==> src/rtl/weight_pkg.sv <==
// weight_pkg: shared definitions for the serial weight loader.
//   state_e  - loader FSM states
//   ROWS_DEF - default number of weight rows (neurons)
//   COLS_DEF - default bits per weight row
package weight_pkg;

  typedef enum logic [1:0] {
    IDLE   = 2'd0,
    SHIFT  = 2'd1,
    COMMIT = 2'd2,
    CLEAR  = 2'd3
  } state_e;

  localparam int ROWS_DEF = 10;
  localparam int COLS_DEF = 10;

endpackage

==> src/rtl/weight_loader_if.sv <==
// weight_loader_if: bus between a host and the weight loader.
//   WE/In/address - serial bit strobe, data bit, target row (latched on first bit)
//   Clear         - zero all rows
//   rd_addr       - read-port row select
//   rd_data       - registered row read
//   weight        - flattened matrix, bit r*COLS+c = W[r][c]
//   loaded        - per-row committed flags
//   busy/row_done/err - status
interface weight_loader_if #(
  parameter int ROWS   = 10,
  parameter int COLS   = 10,
  parameter int ADDR_W = 5
);
  logic                 WE;
  logic                 In;
  logic [ADDR_W-1:0]    address;
  logic                 Clear;
  logic [ADDR_W-1:0]    rd_addr;
  logic [COLS-1:0]      rd_data;
  logic [ROWS*COLS-1:0] weight;
  logic [ROWS-1:0]      loaded;
  logic                 busy;
  logic                 row_done;
  logic                 err;

  modport master (
    output WE, In, address, Clear, rd_addr,
    input  rd_data, weight, loaded, busy, row_done, err
  );

  modport slave (
    input  WE, In, address, Clear, rd_addr,
    output rd_data, weight, loaded, busy, row_done, err
  );
endinterface

==> src/rtl/weight_shift_row.sv <==
// weight_shift_row: serial row buffer plus bit counter.
//   clk_i  - clock
//   rst_i  - synchronous active-high reset
//   clr_i  - return the bit counter to 0
//   en_i   - store bit_i at column <count> and advance the count
//   bit_i  - serial data bit
//   row_o  - assembled row, bit c = c-th bit received
//   full_o - the next accepted bit completes the row (count == COLS-1)
module weight_shift_row
  import weight_pkg::*;
#(
  parameter int COLS = COLS_DEF
) (
  input  logic            clk_i,
  input  logic            rst_i,
  input  logic            clr_i,
  input  logic            en_i,
  input  logic            bit_i,
  output logic [COLS-1:0] row_o,
  output logic            full_o
);
  localparam int CW = $clog2(COLS + 1);

  logic [CW-1:0]   cnt_q, cnt_d;
  logic [COLS-1:0] row_q, row_d;

  always_comb begin
    row_d = row_q;
    cnt_d = cnt_q;
    if (clr_i) begin
      cnt_d = '0;
    end else if (en_i && (32'(cnt_q) < COLS)) begin
      // Count saturates at COLS; the FSM commits before that can matter.
      for (int c = 0; c < COLS; c++)
        if (32'(cnt_q) == c) row_d[c] = bit_i;
      cnt_d = cnt_q + CW'(1);
    end
  end

  always_ff @(posedge clk_i) begin
    if (rst_i) begin
      cnt_q <= '0;
      row_q <= '0;
    end else begin
      cnt_q <= cnt_d;
      row_q <= row_d;
    end
  end

  // Look-ahead form keeps the FSM able to jump to COMMIT on the last bit
  // without a combinational path back through en_i.
  assign full_o = (32'(cnt_q) == COLS - 1);
  assign row_o  = row_q;

endmodule

==> src/rtl/weight_loader.sv <==
// weight_loader: serially loads weight rows into a flop-based ROWSxCOLS matrix.
//   Clock  - sole clock, rising edge
//   Reset  - synchronous active-high reset
//   bus    - weight_loader_if slave: write strobe/data/address, Clear, read
//            port, flattened matrix, loaded flags, busy/row_done/err
module weight_loader
  import weight_pkg::*;
#(
  parameter int ROWS   = ROWS_DEF,
  parameter int COLS   = COLS_DEF,
  parameter int ADDR_W = 5
) (
  input  logic            Clock,
  input  logic            Reset,
  weight_loader_if.slave  bus
);
  state_e                     state_q, state_d;
  logic   [ADDR_W-1:0]        addr_q, addr_d;
  logic   [ADDR_W-1:0]        rowc_q, rowc_d;
  logic   [ROWS-1:0][COLS-1:0] w_q;
  logic   [ROWS-1:0]          loaded_q;
  logic   [COLS-1:0]          rd_q;
  logic   [COLS-1:0]          row;
  logic                       full, shift_en, cnt_clr, addr_ok;

  weight_shift_row #(.COLS(COLS)) u_row (
    .clk_i  (Clock),
    .rst_i  (Reset),
    .clr_i  (cnt_clr),
    .en_i   (shift_en),
    .bit_i  (bus.In),
    .row_o  (row),
    .full_o (full)
  );

  assign addr_ok = (32'(addr_q) < ROWS);

  always_comb begin
    state_d  = state_q;
    addr_d   = addr_q;
    rowc_d   = rowc_q;
    shift_en = 1'b0;
    case (state_q)
      IDLE: begin
        if (bus.Clear) begin
          state_d = CLEAR;
          rowc_d  = '0;
        end else if (bus.WE) begin
          shift_en = 1'b1;
          addr_d   = bus.address;
          state_d  = full ? COMMIT : SHIFT;   // full here only when COLS==1
        end
      end
      SHIFT: begin
        if (bus.Clear) begin
          state_d = CLEAR;                     // partial row dropped
          rowc_d  = '0;
        end else if (bus.WE) begin
          shift_en = 1'b1;
          if (full) state_d = COMMIT;
        end
      end
      COMMIT: state_d = IDLE;
      CLEAR: begin
        if (32'(rowc_q) == ROWS - 1) begin
          state_d = IDLE;
          rowc_d  = '0;
        end else begin
          rowc_d = rowc_q + ADDR_W'(1);
        end
      end
      default: state_d = IDLE;
    endcase
  end

  // Bit counter restarts on every entry to IDLE.
  assign cnt_clr = (state_d == IDLE);

  always_ff @(posedge Clock) begin
    if (Reset) begin
      state_q  <= IDLE;
      addr_q   <= '0;
      rowc_q   <= '0;
      w_q      <= '0;
      loaded_q <= '0;
      rd_q     <= '0;
    end else begin
      state_q <= state_d;
      addr_q  <= addr_d;
      rowc_q  <= rowc_d;
      for (int r = 0; r < ROWS; r++) begin
        if (state_q == COMMIT && addr_ok && 32'(addr_q) == r) begin
          w_q[r]      <= row;
          loaded_q[r] <= 1'b1;
        end
        if (state_q == CLEAR && 32'(rowc_q) == r) begin
          w_q[r]      <= '0;
          loaded_q[r] <= 1'b0;
        end
      end
      // Reads see the matrix before this edge's write; out-of-range reads 0.
      rd_q <= '0;
      for (int r = 0; r < ROWS; r++)
        if (32'(bus.rd_addr) == r) rd_q <= w_q[r];
    end
  end

  assign bus.weight   = w_q;
  assign bus.loaded   = loaded_q;
  assign bus.rd_data  = rd_q;
  assign bus.busy     = (state_q != IDLE);
  assign bus.row_done = (state_q == COMMIT);
  assign bus.err      = (state_q == COMMIT) && !addr_ok;

endmodule

==> src/flat_wrapper.sv <==
// flat-port wrapper written by rule: the top's interface ports become plain ports
module weight_loader_flat import weight_pkg::*;
#(
  parameter int ROWS   = ROWS_DEF,
  parameter int COLS   = COLS_DEF,
  parameter int ADDR_W = 5
)
  (Clock, Reset, bus_WE, bus_In, bus_address, bus_Clear, bus_rd_addr, bus_rd_data, bus_weight, bus_loaded, bus_busy, bus_row_done, bus_err);
  weight_loader_if #(.ROWS(ROWS), .COLS(COLS), .ADDR_W(ADDR_W)) bus_i ();
  input  logic Clock;
  input  logic Reset;
  input wire logic [$bits(bus_i.WE)-1:0] bus_WE;
  input wire logic [$bits(bus_i.In)-1:0] bus_In;
  input wire logic [$bits(bus_i.address)-1:0] bus_address;
  input wire logic [$bits(bus_i.Clear)-1:0] bus_Clear;
  input wire logic [$bits(bus_i.rd_addr)-1:0] bus_rd_addr;
  output wire logic [$bits(bus_i.rd_data)-1:0] bus_rd_data;
  output wire logic [$bits(bus_i.weight)-1:0] bus_weight;
  output wire logic [$bits(bus_i.loaded)-1:0] bus_loaded;
  output wire logic [$bits(bus_i.busy)-1:0] bus_busy;
  output wire logic [$bits(bus_i.row_done)-1:0] bus_row_done;
  output wire logic [$bits(bus_i.err)-1:0] bus_err;
  assign bus_i.WE = bus_WE;
  assign bus_i.In = bus_In;
  assign bus_i.address = bus_address;
  assign bus_i.Clear = bus_Clear;
  assign bus_i.rd_addr = bus_rd_addr;
  assign bus_rd_data = bus_i.rd_data;
  assign bus_weight = bus_i.weight;
  assign bus_loaded = bus_i.loaded;
  assign bus_busy = bus_i.busy;
  assign bus_row_done = bus_i.row_done;
  assign bus_err = bus_i.err;
  weight_loader #(.ROWS(ROWS), .COLS(COLS), .ADDR_W(ADDR_W)) u_core (.Clock(Clock), .Reset(Reset), .bus(bus_i));
endmodule
==> config.mk <==
export PLATFORM = sky130hd
export DESIGN_NAME = weight_loader_flat
export DESIGN_NICKNAME = d
export VERILOG_FILES = /design/src/rtl/weight_pkg.sv /design/src/rtl/weight_loader_if.sv /design/src/rtl/weight_shift_row.sv /design/src/rtl/weight_loader.sv /design/src/flat_wrapper.sv
export SDC_FILE = /design/constraint.sdc
export NUM_CORES = 1
export LEC_CHECK = 0
export ABC_AREA = 1
export CAP_MARGIN = 10
export CELL_PAD_IN_SITES_DETAIL_PLACEMENT = 1
export CELL_PAD_IN_SITES_GLOBAL_PLACEMENT = 1
export CORE_AREA = 2 2 143 145
export CTS_CLUSTER_SIZE = 20
export DETAILED_ROUTE_END_ITERATION = 16
export DIE_AREA = 0 0 145 147
export PLACE_DENSITY = 0.84
export SYNTH_ARGS = -nofsm -noshare
export SYNTH_HDL_FRONTEND = slang
export SYNTH_SLANG_ARGS = --single-unit
==> constraint.sdc <==
create_clock -name Clock -period 1.57 [get_ports Clock]
set_clock_uncertainty 0.1 [all_clocks]
set_input_delay 0.2355 -clock Clock [delete_from_list [all_inputs] [get_ports Clock]]
set_output_delay 0.2355 -clock Clock [all_outputs]
set_load 0.005 [all_outputs]
## After elaboration in Yosys (flattened, before gate mapping)

Cells that the tools add are included.

| storage, ports and cells | value |
|---|---|
| output and inout port bits | 123 |
| register bits | 146 |
| logic and storage cells | 161 |

| operators by class | value |
|---|---|
| reduce and logical (&&, ||, !) cells | 56 |
| bitwise logic cells | 2 |
| $lt $le $gt $ge | 2 |
| $add $sub $neg | 2 |
| mux-type cells | 24 |
| equality and inequality tests | 40 |

Operators by type and width:

| operator | number |
|---|---|
| 10-bit 2-to-1 mux | 10 |
| 5-bit by 3-bit equality test with 1-bit output (second input constant) | 12 |
| 3-bit AND reduction | 11 |
| 5-bit by 2-bit equality test with 1-bit output (second input constant) | 6 |
| 5-bit by 4-bit equality test with 1-bit output (second input constant) | 6 |
| 2-bit OR reduction | 12 |
| 1-bit logical AND | 23 |
| 4-bit by 3-bit equality test with 1-bit output (second input constant) | 4 |
| 5-bit by 1-bit equality test with 1-bit output (second input constant) | 3 |
| 5-bit zero test | 3 |
| 2-bit 2-to-1 mux | 7 |
| 5-bit 2-to-1 mux | 2 |
| 5-bit case mux with 2 select lines | 1 |
| 4-bit by 2-bit equality test with 1-bit output (second input constant) | 2 |
| 4-bit equality test (second input constant) | 2 |
| 2-bit case mux with 4 select lines | 1 |
| 5-bit by 1-bit adder with 5-bit output (second input constant) | 1 |
| 5-bit by 4-bit less-than comparator with 1-bit output (second input constant) | 1 |
| 4-bit by 1-bit adder with 4-bit output (second input constant) | 1 |
| 2-bit equality test (second input constant) | 2 |
| 4-bit by 1-bit equality test with 1-bit output (second input constant) | 1 |
| 2-bit zero test | 2 |
| 4-bit zero test | 1 |
| 4-bit less-than comparator (second input constant) | 1 |
| 7 further kinds | 11 |

## Logic depth before layout (Yosys ltp)

Gate-level depths: netlist of run 1.

| logic depth | value |
|---|---|
| word-level depth | 11 |
| mapped depth | 11 |

## Modules after synthesis

Synthesis of run 1 repeated with hierarchy kept, for this count alone.

| second synthesis, totals | value |
|---|---|
| cell total of the unflattened synthesis | 929 |
| area, all modules | 6,678.9 µm² |

Modules (own cells, without submodules):

| module | times used | cells an instance | area an instance (µm²) |
|---|---|---|---|
| weight_loader | 1 | 821 | 5,921.9 |
| weight_shift_row | 1 | 108 | 757.0 |

## Worst setup path before layout of run 1

OpenSTA, ideal clock, no wires.

| timing | value |
|---|---|
| path kind | register to register |
| from | register u_core.u_row.cnt_q[1] |
| to | register u_core.u_row.cnt_q[2] |
| path buffers | 0 |
| data arrival time | 1,363 ps |
| stages on the path, launching flop included | 12 |
| data required time | 1,346 ps |
| slack | -17 ps |
| period minus slack after synthesis | 1,587 ps |
| cell sequence | dfxtp_1 inv_1 ha_1 inv_1 nor2_1 nand2_1 o21ai_0 nand2_1 nand2_1 a21oi_1 nor2_1 nor3b_1 |

| between the ends | value |
|---|---|
| cells in the longest elaborated chain, start to end | 7 |
| elaborated cells between the ends (all ways) | 13 |
| classes of those cells | 1 x add/sub; 1 x order compare; 1 x eq/ne; 7 x mux; 3 x reduce/logical |

Ends and longest elaborated chain:

| item | line | text |
|---|---|---|
| start, declared | weight_shift_row.sv:24 | `logic [CW-1:0] cnt_q, cnt_d;` |
| start signal, assigned | weight_shift_row.sv:45 | `cnt_q <= cnt_d;` |
| 4-bit equality test | weight_shift_row.sv:52 | `assign full_o = (32'(cnt_q) == COLS - 1);` |
| 2-bit 2-to-1 mux (on tied branches) | weight_loader.sv:60, weight_loader.sv:51 |  |
| 2-bit 2-to-1 mux (on tied branches) | weight_loader.sv:58, weight_loader.sv:48 |  |
| 2-bit 2-to-1 mux (on tied branches) | weight_loader.sv:55, weight_loader.sv:45 |  |
| 2-bit case mux with 4 select lines | weight_loader.sv:43 | `case (state_q)` |
| 2-bit zero test | weight_loader.sv:77 | `assign cnt_clr = (state_d == IDLE);` |
| 2-bit OR reduction (no source line) | - |  |

Several ways; a longest one is shown, not always the timed one.
A chain may end at the register's enable or synchronous reset.

## Final worst setup path of run 1

| timing | value |
|---|---|
| from | register u_core.state_q[0] |
| to | register u_core.w_q, in the netlist u_core.bus.weight[69] |

| between the ends | value |
|---|---|
| cells in the longest elaborated chain, start to end | 3 |
| elaborated cells between the ends (all ways) | 6 |
| classes of those cells | 2 x eq/ne; 4 x reduce/logical |

Ends and longest elaborated chain:

| item | line | text |
|---|---|---|
| start, declared | weight_loader.sv:17 | `state_e state_q, state_d;` |
| start signal, assigned | weight_loader.sv:88 | `state_q <= state_d;` |
| 2-bit equality test (on tied branches) | weight_loader.sv:96, weight_loader.sv:92 |  |
| 1-bit logical AND (on tied branches) | weight_loader.sv:96, weight_loader.sv:92 |  |
| 2-bit OR reduction (no source line) or 1-bit logical AND (tied branches) | - |  |
| end signal, assigned by index | weight_loader.sv:93 | `w_q[r] <= row;` |
| end, declared | weight_loader.sv:20 | `logic [ROWS-1:0][COLS-1:0] w_q;` |

Several ways; a longest one is shown, not always the timed one.

==> metrics, run 1 <==
total die area=~21000 sq um; Crit path depth=9; DRT Wirelength=approximately 43000 um; most common cell after layout, fill and taps aside=dlygate4sd2_1; fin crit period=between 1500 and 2000 ps; mapped cell area=about 6400 sq um; initial antenna violation count=2; iteration-0 DRC count of the detailed router=~900; R2R depth=9; Final Power=0.00980 W; crit-path cells=nor2_4 -> buf_6 -> nand3_4 -> inv_8 -> nand3_4 -> inv_8 -> buf_16 -> nor2_4 -> a211oi_2; post-route design area=about 11000 sq um; Synthesized Nets=844; r2r endpoint=u_core.bus.weight[69]$_SDFFE_PP0P_; Placed Area=slightly below 9000 sq um; relative max-transition margin=between 40 and 50%; Setup crit end=u_core.bus.weight[69]$_SDFFE_PP0P_; # setup viols final=136; post-DP HPWL=18700 um; non-filler cells, final=roughly 1400; largest net degree at the start of global routing=27; register area share after synthesis=45.8%; busiest grt layer=met2; met2 Use GR=53.6%; Max-Cap Viols=0; first-pass GRT wire length=52600 um; critical path's slowest cell=dfxtp_4; die width=between 100 and 150 um; Pre-Repair DR Iteration Count=5; crit-path max FO=6; R2R setup slack=-330 ps; Global Route Usage Sum=about a third; CTS tree=yes; Leak=around 5 nW; Worst-Margin Slew=around 800 ps; period utilization=121%; n_diodes=0; Sw Pwr=0.00273 W; Crit Path Class=reg -> reg; cell-internal power=between 0.007 and 0.008 W; Worst R2R Start=u_core.state_q[0]$_SDFF_PP0_; IO Port Bufs=approximately 140; number of synthesized register bits=~150; Worst Setup SP=u_core.state_q[0]$_SDFF_PP0_; status=complete, but fails checks; setup TNS=-24240 ps; Largest stage delay, worst path=roughly 370 ps; Skew-Pair Late Insertion Delay=around 480 ps; crit path buf inv count=4; Hold Path Class=in -> reg; Post-Synthesis Cells=~820; final hold vios=0; CTS sink cnt=146; Switching Fraction=27.9%; vias per cell=6.00; num ports=approximately 140; via count of the first global-routing pass=8535; highest clock rate=approximately 530 MHz; Core Area=around 20000 sq um; most frequent cells in the layout=dlygate4sd2_1, buf_4, nor2_1, nand2_1, dfxtp_2; H-Tree Depth=4; initial core utilization=32.2%; share of post-route cells with drive strength above 1=50.9%; min setup slack post-route=-325 ps; die height=between 100 and 150 um; Root Buffer=clkbuf_16; Final Util=57.9%; mean post-synth cell area=7.77 sq um; GR Util met1=between 30 and 40%; DRT antenna net count=0; WL per Instance=approximately 30 um; Crit. End Element=flop; Worst-path clk slew=~70 ps; nets=1144; delay-heaviest family, CP=buffers and inverters; clock buffer count from CTS=17; Post-CTS Hold Fix Bufs=0; cell row count=between 50 and 60; failing checks=setup timing; Flop pwr share=just under 40%; worst path required time=between 1500 and 2000 ps; Max VDD drop=around 0.87 mV; Remaining Overflow, GRT=0; Startpoint Class=flop; CP Data Arrival Time=between 2000 and 2500 ps; Yosys top cell area share=45.8%; combinational share of power=between 10% and 20%; dpl cells=roughly 1300; area delta synth->final=80.1%; RSZ-0062 raised after global routing=true; Clock Path Buffers=2; routability cong.=around 0.9; # DRC=0; Clock Power Share=47.6%; Pwr Density=about 850 nW/um^2; Yosys top cell by area=dfxtp_1; count of cell types in the netlist=30; routed vias=8423; grt met3 use=a little under a tenth; Synth area leaders=dfxtp_1, nor2_1, a211oi_1; Slew Limit Fails=0; Ys Warns=0
-- worst reg2reg max path: cells and delay by family, from the launching register on --
family                 cells  cell delay (ps)
buffers and inverters      4              570
and+or+nand+nor            4              470
DFF                        1              370
AOI/OAI and AO/OA          1              280
-- final cells by class --
class,count,area [sq um]
Fill cell,2221,8350
Timing Repair Buffer,315,2990
Clock inverter,10,155
Multi-Input combinational cell,543,4050
Inverter,97,413
Sequential cell,146,3070
Timing Repair inverter,1,7.51
Tap cell,270,338
Clock buffer,22,474
-- cell usage after synthesis (all sizes together) --
master  count
a211oi     99
a21oi      43
a221oi      1
buf        33
clkbuf      3
clkinv      8
dfxtp     146
ha          8
inv        89
nand2     110
nand3      35
nand4      17
nor2      174
nor3        4
nor3b       1
o21ai      48
xor2        2
-- flip-flops by register name (all words and copies together), names as in the netlist --
name / flops
u_core.bus.rd_data: 10
u_core.bus.weight: 100
u_core.bus.loaded: 10
u_core.addr_q: 5
u_core.u_row.cnt_q: 4
u_core.state_q: 2
u_core.u_row.row_o: 10
u_core.rowc_q: 5
-- power groups by stage --
stage	logic, W	registers [W]	clock network, W
finish	0.00126	0.00387	0.00466
global route	0.00130	0.00387	0.00476
CTS	0.000957	0.00385	0.00439
detailed placement	0.000803	0.00394	0
global placement	0.000776	0.00394	0
floorplan	0.000361	0.00393	0
-- worst min path at each step --
stage          cells past startpoint                           endpoint                         startpoint  slack (ps)
4_1_cts                            3      u_core.addr_q[2]$_SDFFE_PP0P_                     bus_address[2]         310
5_1_grt                            3      u_core.addr_q[2]$_SDFFE_PP0P_                     bus_address[2]         330
6_report                           3      u_core.addr_q[2]$_SDFFE_PP0P_                     bus_address[2]         290
3_5_place_dp                       2  u_core.bus.loaded[9]$_SDFFE_PP0P_  u_core.bus.loaded[9]$_SDFFE_PP0P_         360
3_3_place_gp                       2  u_core.bus.loaded[0]$_SDFFE_PP0P_  u_core.bus.loaded[0]$_SDFFE_PP0P_         360
2_1_floorplan                      2      u_core.addr_q[2]$_SDFFE_PP0P_                     bus_address[2]         270
-- cells by family after synthesis --
group,share of synthesized area (%)
xor+xnor,0.275
compound gates,20.4
buf+inv,9.23
simple gates,22.7
flops,45.8
fa+ha+maj,1.57
-- metal layers --
metal	share of wire [%]	vias up
met2	47	679
met4	7.3	4
met3	9.8	261
li1	-	3345
met5	0.047	-
met1	36	4134
-- per-stage QoR --
| stage | setup WS [ps] | hold slack [ps] |
|---|---|---|
| global route | -361 | 326 |
| floorplan | 9.99 | 270 |
| detailed placement | -625 | 364 |
| global placement | -599 | 356 |
| finish | -325 | 289 |
| CTS | -155 | 309 |
-- what timing repair did --
item / in CTS / in global routing
gates resized for setup: 417 / 247
pin swaps: 22 / 61
hold endpoints to repair: 0 / 0
endpoints found under the setup margin: 256 / 146
gates cloned: 15 / 9
buffers inserted: 42 / 26
Power figures use the tool's default switching activity.
==> inputs of run 2 (changes only) <==
CTS_CLUSTER_DIAMETER = 50   (was unset)
GPL_ROUTABILITY_DRIVEN = 0   (was unset)
==> results of run 2 <==
No change in the layout: final DEF, timing and power equal those of run 1.
==> inputs of run 3 (changes only) <==
PLACE_DENSITY = unset   (was 0.84)
PLACE_DENSITY_LB_ADDON = 0.1   (was unset)
SLEW_MARGIN = 20   (was unset)
TNS_END_PERCENT = 50   (was unset)
==> run 3 against run 2 <==
Effect of this change: the flow still finishes with violations (setup timing); worst hold slack better by 6.4 ps; die area stayed put; register-to-register slack better by 180 ps; sequential power hardly changed; first-iteration DRC count is 48% lower; global-route usage is 7.6 points lower; count of clock-buffer cells in the layout is 4 lower; total power is 5.8% lower; wire length is 32% lower.
==> metrics, run 3 (synthesized netlist as in run 1, its figures left out) <==
status=complete, but fails checks (unchanged); failing checks=setup timing (unchanged); H-Tree Depth=4 (unchanged); Worst-path clk slew=70 ps (about the same); post-route design area=11000 sq um (was 11500 sq um); clock buffer count from CTS=17 (unchanged); Fillers=2321 (was 2221); Hold Path Class=in -> reg (unchanged); Max VDD drop=0.767 mV (was 0.871 mV); Startpoint Class=flop (unchanged); initial antenna violation count=0 (was 2); final hold vios=0 (unchanged); share of post-route cells with drive strength above 1=44.0% (was 50.9%); r2r endpoint=u_core.bus.weight[56]$_SDFFE_PP0P_ (was u_core.bus.weight[69]$_SDFFE_PP0P_); fin crit period=1710 ps (was 1900 ps); post-DP HPWL=18900 um (was 18700 um); Placed Area=8900 sq um (was 8720 sq um); nets=1152 (was 1144); n_diodes=0 (unchanged); Crit. End Element=flop (unchanged); IO Port Bufs=137 (unchanged); R2R setup slack=-140 ps (was -330 ps); most common cell after layout, fill and taps aside=buf_4 (was dlygate4sd2_1); CP Data Arrival Time=1950 ps (was 2150 ps); Remaining Overflow, GRT=0 (unchanged); Setup crit end=u_core.bus.weight[56]$_SDFFE_PP0P_ (was u_core.bus.weight[69]$_SDFFE_PP0P_); iteration-0 DRC count of the detailed router=468 (was 902); CTS tree=yes (unchanged); DRT antenna net count=0 (unchanged); Global Route Usage Sum=24.9% (was 32.5%); Slew Limit Fails=0 (unchanged); total die area=21300 sq um (unchanged); Worst R2R Start=u_core.state_q[1]$_SDFF_PP0_ (was u_core.state_q[0]$_SDFF_PP0_); crit-path max FO=5 (was 6); die width=145 um (unchanged); dpl ws=-604 ps (was -625 ps); num ports=138 (unchanged); largest net degree at the start of global routing=22 (was 27); Core Area=19800 sq um (unchanged); RSZ-0062 raised after global routing=true (unchanged); # DRC=0 (unchanged); Worst Setup SP=u_core.state_q[1]$_SDFF_PP0_ (was u_core.state_q[0]$_SDFF_PP0_); R2R depth=10 (was 9); cell row count=52 (unchanged); min setup slack post-route=-145 ps (was -325 ps); worst hold stages=3 (unchanged); Leak=4.87 nW (was 4.95 nW); highest clock rate=583 MHz (was 528 MHz); worst path required time=1810 ps (was 1830 ps); Root Buffer=clkbuf_16 (unchanged); via count of the first global-routing pass=6965 (was 8535); period utilization=109% (was 121%); Worst-Margin Slew=474 ps (was 804 ps); DRT Wirelength=28900 um (was 42700 um); CTS sink cnt=146 (unchanged); area delta synth->final=72.9% (was 80.1%); die height=147 um (unchanged); most frequent cells in the layout=buf_4, dlygate4sd2_1, nor2_1, nand2_1, dfxtp_2 (was dlygate4sd2_1, buf_4, nor2_1, nand2_1, dfxtp_2); Pwr Density=836 nW/um^2 (was 852 nW/um^2); Clock Path Buffers=2 (unchanged); relative max-transition margin=68.4% (was 46.3%); Crit Path Class=reg -> reg (unchanged); WL per Instance=20.5 um (was 30.4 um); routed vias=7110 (was 8423); # setup viols final=81 (was 136); Skew-Pair Late Insertion Delay=430 ps (was 480 ps); initial core utilization=32.2% (unchanged); vias per cell=5.04 (was 6.00); Pre-Repair DR Iteration Count=5 (unchanged); Max-Cap Viols=0 (unchanged); Largest register FFs=100 (unchanged); first-pass GRT wire length=40700 um (was 52600 um)
run 3: worst min-delay path by stage:
stage	start	endpoint	slack (ps)
finish	bus_address[2]	u_core.addr_q[2]$_SDFFE_PP0P_	300
global route	bus_address[2]	u_core.addr_q[2]$_SDFFE_PP0P_	320
floorplan	bus_address[2]	u_core.addr_q[2]$_SDFFE_PP0P_	270
CTS	bus_address[2]	u_core.addr_q[2]$_SDFFE_PP0P_	290
global placement	u_core.bus.loaded[2]$_SDFFE_PP0P_	u_core.bus.loaded[2]$_SDFFE_PP0P_	350
detailed placement	u_core.bus.loaded[6]$_SDFFE_PP0P_	u_core.bus.loaded[6]$_SDFFE_PP0P_	360
run 3: per-layer routing:
metal  track usage (%)  wire, um
met4              7.08       586
met1              32.7     12800
met5                 0         0
met2              41.9     14200
met3              4.63      1390
run 3: timing repair:
| action | 4_1_cts | 5_1_grt |
|---|---|---|
| pin swaps | 15 | 21 |
| endpoints found under the setup margin | 234 | 144 |
| setup buffers | 46 | 11 |
| resized for setup | 303 | 170 |
| cloned | 5 | 15 |
| hold buffers | 0 | 0 |
run 3: stage by stage:
step / power (W) / instances / hold slack (ps) / setup TNS (ps) / util [%]
4_1_cts: 0.00909 / 1388 / 295 / -4780 / 51.3
5_1_grt: 0.00952 / 1412 / 324 / -12050 / 55.6
3_5_place_dp: 0.00478 / 1306 / 363 / -15910 / 44.9
6_report: 0.00923 / 1412 / 296 / -4710 / 55.6
2_1_floorplan: 0.00429 / 821 / 270 / 0 / -
3_3_place_gp: 0.00477 / 1306 / 353 / -12270 / 44.9
run 3: where the power goes:
part / leakage (nW) / internal, W / switching, W
combinational: 3.35 / 0.000494 / 0.000589
sequential: 1.23 / 0.00378 / 0.0000645
clock: 0.292 / 0.00253 / 0.00177
total: 4.87 / 0.00680 / 0.00243
run 3: area by class of cell:
cell class,instances,area [sq um],area share [%]
clock buffer,18,429,3.89
clock inverter,14,176,1.60
inverter,97,389,3.53
multi-input combinational,542,3540,32.1
sequential,146,3070,27.8
tap,270,338,3.06
timing repair buffer,324,3090,28.0
timing repair inverter,1,7.51,0.0680
run 3: worst max-delay path, stage by stage (launching register included):
cell and delay (ps):
dfxtp_2 340, inv_2 50, nor2_4 80, buf_6 110, nand3_4 90, buf_6 150
inv_8 60, buf_6 90, nand3_4 130, clkbuf_16 200, a211oi_2 220
